## config.mk

```make
export PLATFORM = sky130hd
export DESIGN_NAME = btn_click_classifier
export DESIGN_NICKNAME = d
export VERILOG_FILES = /design/src/rtl/watch_pkg.sv /design/src/rtl/click_fsm.sv /design/src/rtl/btn_click_classifier.sv
export SDC_FILE = /design/constraint.sdc
export NUM_CORES = 1
export LEC_CHECK = 0
export CORE_MARGIN = 3
export CORE_UTILIZATION = 50
export DETAILED_ROUTE_END_ITERATION = 16
export PLACE_DENSITY = 0.69
export SETUP_SLACK_MARGIN = 0.1
export SYNTH_ARGS = -nofsm -noshare
export SYNTH_HDL_FRONTEND = slang
export SYNTH_SLANG_ARGS = --single-unit
export TNS_END_PERCENT = 30
```

## constraint.sdc

```tcl
create_clock -name clk -period 2.59 [get_ports clk]
set_input_delay 0.518 -clock clk [delete_from_list [all_inputs] [get_ports clk]]
set_output_delay 0.518 -clock clk [all_outputs]
set_load 0.03 [all_outputs]
```

## src/rtl/watch_pkg.sv

```systemverilog
// Shared definitions for the watch front-end button path.
package watch_pkg;

   // Per-channel click classifier state encoding.
   typedef enum logic {
      ST_IDLE = 1'b0,
      ST_WAIT = 1'b1
   } click_state_t;

   // 100 MHz clock divided down to a 1 ms timebase tick.
   localparam int TICK_DIV_1MS   = 100_000;
   // Default double-click window, in timebase ticks.
   localparam int DBL_MS_DEFAULT = 300;

endpackage

```

## src/rtl/click_fsm.sv

```systemverilog
// One button channel: classifies debounced press pulses as single or double clicks.
// The window opens on a press and spans DBL_MS timebase ticks; a second press
// inside it (including on the expiring tick) makes a double, expiry makes a single.
module click_fsm
   import watch_pkg::*;
#(
   parameter int DBL_MS = DBL_MS_DEFAULT
) (
   input  logic         clk,
   input  logic         rst,
   input  logic         tick,
   input  logic         pulse,
   output logic         single,
   output logic         double,
   output logic         busy,
   output click_state_t state_dbg
);

   localparam int                WIN_W    = $clog2(DBL_MS);
   localparam logic [WIN_W-1:0]  WIN_LAST = WIN_W'(DBL_MS - 1);

   click_state_t     state;
   logic [WIN_W-1:0] win_cnt;

   // Window FSM with registered single/double strobes; a press always beats expiry.
   always_ff @(posedge clk) begin
      if (!rst) begin
         state   <= ST_IDLE;
         win_cnt <= '0;
         single  <= 1'b0;
         double  <= 1'b0;
      end else begin
         single <= 1'b0;
         double <= 1'b0;
         case (state)
            ST_IDLE: begin
               if (pulse) begin
                  state   <= ST_WAIT;
                  win_cnt <= '0;
               end
            end
            ST_WAIT: begin
               if (pulse) begin
                  double  <= 1'b1;
                  state   <= ST_IDLE;
                  win_cnt <= '0;
               end else if (tick) begin
                  if (win_cnt == WIN_LAST) begin
                     single <= 1'b1;
                     state  <= ST_IDLE;
                  end else begin
                     win_cnt <= win_cnt + 1'b1;
                  end
               end
            end
         endcase
      end
   end

   assign busy      = (state == ST_WAIT);
   assign state_dbg = state;

endmodule

```

## src/rtl/btn_click_classifier.sv

```systemverilog
// Click classifier for all buttons: one shared free-running timebase feeding
// an independent click_fsm per button.
//
// Output contract: o_single/o_double are one-cycle strobes with no back-pressure;
// the consumer must accept them in the cycle they are high. o_busy is a level.
// dbg_state[k] mirrors channel k's FSM state (1 = waiting inside the window).
module btn_click_classifier
   import watch_pkg::*;
#(
   parameter int N_BTN    = 3,
   parameter int TICK_DIV = TICK_DIV_1MS,
   parameter int DBL_MS   = DBL_MS_DEFAULT
) (
   input  logic             clk,
   input  logic             rst,
   input  logic [N_BTN-1:0] i_btn_pulse,
   output logic [N_BTN-1:0] o_single,
   output logic [N_BTN-1:0] o_double,
   output logic [N_BTN-1:0] o_busy,
   output logic [N_BTN-1:0] dbg_state
);

   localparam int             TW       = (TICK_DIV > 1) ? $clog2(TICK_DIV) : 1;
   localparam logic [TW-1:0]  TICK_TOP = TW'(TICK_DIV - 1);

   logic [TW-1:0] tick_cnt;
   logic          tick;
   click_state_t  ch_state [N_BTN];

   assign tick = (tick_cnt == TICK_TOP);

   // Free-running timebase; presses never re-phase it, only reset does.
   always_ff @(posedge clk) begin
      if (!rst) begin
         tick_cnt <= '0;
      end else if (tick) begin
         tick_cnt <= '0;
      end else begin
         tick_cnt <= tick_cnt + 1'b1;
      end
   end

   for (genvar k = 0; k < N_BTN; k++) begin : g_ch
      click_fsm #(
         .DBL_MS (DBL_MS)
      ) u_click_fsm (
         .clk       (clk),
         .rst       (rst),
         .tick      (tick),
         .pulse     (i_btn_pulse[k]),
         .single    (o_single[k]),
         .double    (o_double[k]),
         .busy      (o_busy[k]),
         .state_dbg (ch_state[k])
      );
      assign dbg_state[k] = ch_state[k];
   end

endmodule

```

# Word-level counts from Yosys, hierarchy flattened
# Cells that the tools add are included.
[classes]
addsub = 4
eq_ne = 13
muxes = 33
n_bitwise = 5
reduce_logical = 10
[ops]
columns = ["operator", "n"]
rows = [
  ["$mux 9", 12],
  ["$pmux 9 s2", 3],
  ["$add 9x1->9 const B", 3],
  ["$eq 9x9->1 const B", 3],
  ["$add 17x1->17 const B", 1],
  ["$eq 17x17->1 const B", 1],
  ["$mux 1", 15],
  ["$ne 3x3->1 const B", 5],
  ["$reduce_or 4->1", 3],
  ["$reduce_and 3->1", 3],
  ["$ne 2x2->1 const B", 3],
  ["$pmux 1 s2", 3],
  ["$reduce_and 2->1", 3],
  ["$not 1->1", 5],
  ["$ne 3x2->1 const B", 1],
  ["$reduce_or 2->1", 1],
]
[totals]
register_bits = 53
inputBits = 5
wordCells = 78

# Depth between registers and ports, before layout
[depth]
ltp_word = 5
mapped_depth = 7

# Modules after synthesis
# A second synthesis with hierarchy kept.
[hier_totals]
cells_unflattened = 276
hier_area_um2 = 2436.1
[by_module_without_submodules]
columns = ["module", "n_inst", "cells_per_inst", "area_each_um2", "seq_area_each_um2"]
rows = [
  ["click_fsm", 3, 63, 549.3, 240.2],
  ["btn_click_classifier", 1, 87, 788.3, 340.3],
]

# Worst setup path before layout
# No wires, ideal clock.
[synth_path]
path_kind = "flip-flop to flip-flop"
from = "reg tick_cnt[0]"
to = "reg g_ch[2].u_click_fsm.win_cnt[5]"
setup_ns = 0.070
arrival_ns = 1.730
required_time_ns = 2.520
path_slack_ns = 0.790
stages_incl_launch_ff = 7
path_buffers = 1
synth_period_minus_slack_ns = 1.800
path_cell_list = "dfxtp_1 > ha_1 > and4_1 > nand4_2 > buf_2 > or4_1 > a21oi_1"
[synth_via]
elab_chain_len = 3
[synth_rtl]
columns = ["item", "line", "text"]
rows = [
  ["start, declared", "btn_click_classifier.sv:26", "logic [TW-1:0] tick_cnt;"],
  ["start signal, assigned", "btn_click_classifier.sv:39", "tick_cnt <= tick_cnt + 1'b1;"],
  ["$eq 17x17->1", "btn_click_classifier.sv:30", "assign tick = (tick_cnt == TICK_TOP);"],
  ["$ne 3x3->1 (no source line)", "n/a", ""],
  ["$reduce_and 3->1 (no source line)", "n/a", ""],
  ["end signal, assigned", "click_fsm.sv:52", "win_cnt <= win_cnt + 1'b1;"],
  ["end, declared", "click_fsm.sv:23", "logic [WIN_W-1:0] win_cnt;"],
]
# Every way passes these cells.
# A chain may end at the register's enable or synchronous reset.

# Worst setup path in the final report
[layout_path]
from = "reg tick_cnt[0]"
to = "reg g_ch[1].u_click_fsm.win_cnt[5]"
[layout_via]
elab_chain_len = 3
[layout_rtl]
columns = ["item", "line"]
rows = [
  ["$eq 17x17->1", "btn_click_classifier.sv:30"],
  ["$ne 3x3->1 (no source line)", "n/a"],
  ["$reduce_and 3->1 (no source line)", "n/a"],
  ["end signal, assigned", "click_fsm.sv:52"],
  ["end, declared", "click_fsm.sv:23"],
]
# Every way passes these cells.

==> summary.md <==
| Metric | Value |
|---|---|
| Post-CTS Setup Bufs | `0` |
| Largest area contributor in the netlist | `dfxtp_1` |
| I/O Pins | `17` |
| Fillers | `473` |
| Port Buffers | `16` |
| TritonRoute pass-1 iters | `4` |
| Crit Path Category | `reg2reg` |
| Uppermost layer routed | `met4` |
| Top cell type's share of synthesized area | `40.7%` |
| Commonest non-fill, non-tap cells in the layout | `dfxtp_1 (53), a21oi_1 (25), nand4_1 (19), nand2_1 (19)` |
| Die height | `78.2 µm` |
| Tmin final | `2.17 ns` |
| Post-route DRC violation count | `0` |
| Die width | `78.2 µm` |
| Total Nets Final | `307` |
| Synth Warn # | `0` |
| CTS Buf Count | `5` |
| Sw frac | `23.0%` |
| Hold Crit Class | `reg2reg` |
| Worst-path clk slew | `0.09 ns` |
| Period Utilization, post-route | `83.9%` |
| Multi-input logic area | `1380 µm²` |
| Commonest non-fill, non-tap cell in the layout | `dfxtp_1` |
| Cell-internal power | `1.15 mW` |
| Pin count of the biggest net entering global routing | `22` |
| Sinks on Clock Net | `53` |
| P_sw | `342 µW` |
| Mapped Nets | `306` |
| Wire per inst | `13.8 µm` |
| Vias in the first global route | `1922` |
| WHS Path Cells | `1` |
| Synth top area cells | `dfxtp_1 (41%), o31ai_1 (4.9%), a21oi_1 (4.8%)` |
| Worst Path Arrival | `2.41 ns` |
| # resized after CTS | `0` |
| Layout cells sized above 1 | `6.69%` |
| Post-route ant nets | `0` |
| Antenna cell count | `0` |
| Reg2reg path depth | `6` |
| Pleak | `0.868 nW` |
| Core region area | `4880 µm²` |
| Storage element area | `1060 µm²` |
| Status | `completed` |
| Die area | `6120 µm²` |
| WL met3 | `176 µm` |
| Synth cell types | `43` |
| Seq/Total Area, Yosys | `40.7%` |
| Clock Latency Late Sink | `0.31 ns` |
| RSZ-0062 raised after global routing | `no` |
| Final setup violation count | `0` |
| Hold Buf Count CTS | `0` |
| Initial DRC Count | `132` |
| CP endpoint kind | `flip-flop` |
| Row count | `25` |
| Seq cells post-synth | `53` |
| Area delta synth->final | `8.78%` |
| Final slew viol count | `0` |
| Skew final | `0.0183 ns` |
| Wl on met1 | `2520 µm` |
| Global router's overall resource usage | `18.1%` |
| Part of the power in registers | `56.2%` |
| Detailed Place HPWL | `3570 µm` |
| Count of final hold-check violations | `0` |
| WL met2 | `2300 µm` |
| Via density | `5.86` |
| CTS Buffer Depth | `2` |
| Post-Synthesis Cells | `297` |
| Initial antenna violation count | `0` |
| Vias | `2146` |
| Combinational cell fraction of total power | `5.6%` |
| CP max FO | `12` |
| CP Data Required Time | `2.82 ns` |
| Slew @ Worst Pin | `0.488 ns` |
| CP startpoint kind | `flip-flop` |
| Final WL | `5040 µm` |
| Synth Cell Area | `2610 µm²` |
| TNS Setup | `0 ns` |
| Rel. slew slack | `67.4%` |
| TritonCTS clock tree | `done` |
| Cell Pwr Density | `525 nW/µm²` |
| Congestion Overflow GR | `0` |
| Post-layout util | `58.2%` |
| Max Cap Viol | `0` |
| Peak supply drop | `0.313 mV` |
| Syn Area/Cell | `8.78 µm²` |
| Highest Clock Rate | `460 MHz` |
| H-tree Lvls | `2` |
| Initial Util | `53.5%` |
| Root Buffer | `clkbuf_8` |
| Placer Congestion | `0.883` |
| Clock group share of total power | `38.2%` |
| First-pass GRT wire length | `9140 µm` |
logic make-up (layout without fill, tap and decap cells):
family	Yosys count	after routing	synth area share (%)
simple gates	134	134	31.7
compound gates	61	61	14.2
flops	53	53	40.7
buf+inv	30	32	6.48
xor+xnor	14	14	4.70
fa+ha+maj	4	4	1.92
mux	1	1	0.384
power groups by stage:
stage               sequential [mW]  clock (mW)  combinational, mW
floorplan                     0.852           0             0.0638
global placement              0.855           0             0.0845
detailed placement            0.855           0             0.0843
CTS                           0.836       0.589             0.0848
global route                  0.840       0.619             0.0914
finish                        0.836       0.569             0.0840
worst paths after layout:
| kind | start | end | slack (ns) |
|---|---|---|---|
| worst max-delay path | tick_cnt[0] | g_ch[1].u_click_fsm.win_cnt[5] | 0.42 |
| worst min register to register | tick_cnt[0] | tick_cnt[0] | 0.48 |
| worst min-delay path | tick_cnt[0] | tick_cnt[0] | 0.48 |
| worst max register to register | tick_cnt[0] | g_ch[1].u_click_fsm.win_cnt[5] | 0.42 |
state kept, by name (all words and copies together) (netlist names):
| register | count |
|---|---|
| g_ch.u_click_fsm.busy | 3 |
| g_ch.u_click_fsm.double | 3 |
| g_ch.u_click_fsm.single | 3 |
| tick_cnt | 17 |
| g_ch.u_click_fsm.win_cnt | 27 |
metal layers:
metal / track usage, % / vias to the layer above
li1: - / 1110
met1: 26.3 / 999
met2: 27.3 / 32
met3: 3.67 / 5
met4: 4.72 / 0
met5: 0 / -
through the flow:
step | setup slack [ns] | hold slack (ns) | total power, mW | instances | cell area (µm²)
global placement | 0.498 | 0.445 | 0.939 | 358 | 2730
CTS | 0.441 | 0.478 | 1.51 | 366 | 2840
global route | 0.247 | 0.515 | 1.55 | 366 | 2840
detailed placement | 0.446 | 0.455 | 0.940 | 358 | 2730
finish | 0.416 | 0.480 | 1.49 | 366 | 2840
floorplan | 0.790 | 0.430 | 0.916 | 297 | 2610
worst max-delay path: stages, from the launching register on:
cell and delay (ns):
dfxtp_1 0.38, ha_1 0.23, and4_1 0.31, nand4_2 0.24, buf_4 0.26, or4_1 0.51, a21oi_1 0.17
synth_stat cells:
| master | instances |
|---|---|
| and3_1 | 6 |
| nand3_1 | 9 |
| nand4_2 | 2 |
| buf_1 | 2 |
| or4b_2 | 1 |
| a21oi_1 | 25 |
| buf_6 | 1 |
| o211ai_1 | 2 |
| nor4_1 | 7 |
| nor4b_4 | 1 |
| and4b_1 | 1 |
| nand4b_1 | 1 |
| ha_1 | 4 |
| a41o_1 | 1 |
| o31a_1 | 1 |
| clkbuf_1 | 7 |
| a211oi_1 | 1 |
| dfxtp_1 | 53 |
| or4_1 | 16 |
| mux2i_1 | 1 |
| buf_2 | 3 |
| nand2_1 | 19 |
| nand3b_1 | 1 |
| o21ai_0 | 12 |
| or3_1 | 7 |
| nand4_1 | 19 |
| xnor2_1 | 10 |
| nor4b_1 | 2 |
| nor3_1 | 5 |
| o21a_1 | 1 |
| nor4b_2 | 1 |
| a31o_2 | 1 |
| buf_4 | 12 |
| nand2b_1 | 4 |
| nor2b_1 | 4 |
| o31ai_1 | 17 |
| xor2_1 | 4 |
| and2_1 | 2 |
| nor2_1 | 17 |
| or4bb_1 | 2 |
| inv_1 | 5 |
| or2_2 | 3 |
| and4_1 | 4 |
cell type report:
cell class | count | share of cell area [%]
timing repair buffer | 19 | 6.44
clock inverter | 3 | 1.54
inverter | 5 | 0.661
tap | 67 | 2.95
multi-input combinational | 214 | 48.6
sequential | 53 | 37.4
clock buffer | 5 | 2.43
Note: power is estimated with default switching activity, not from simulation.
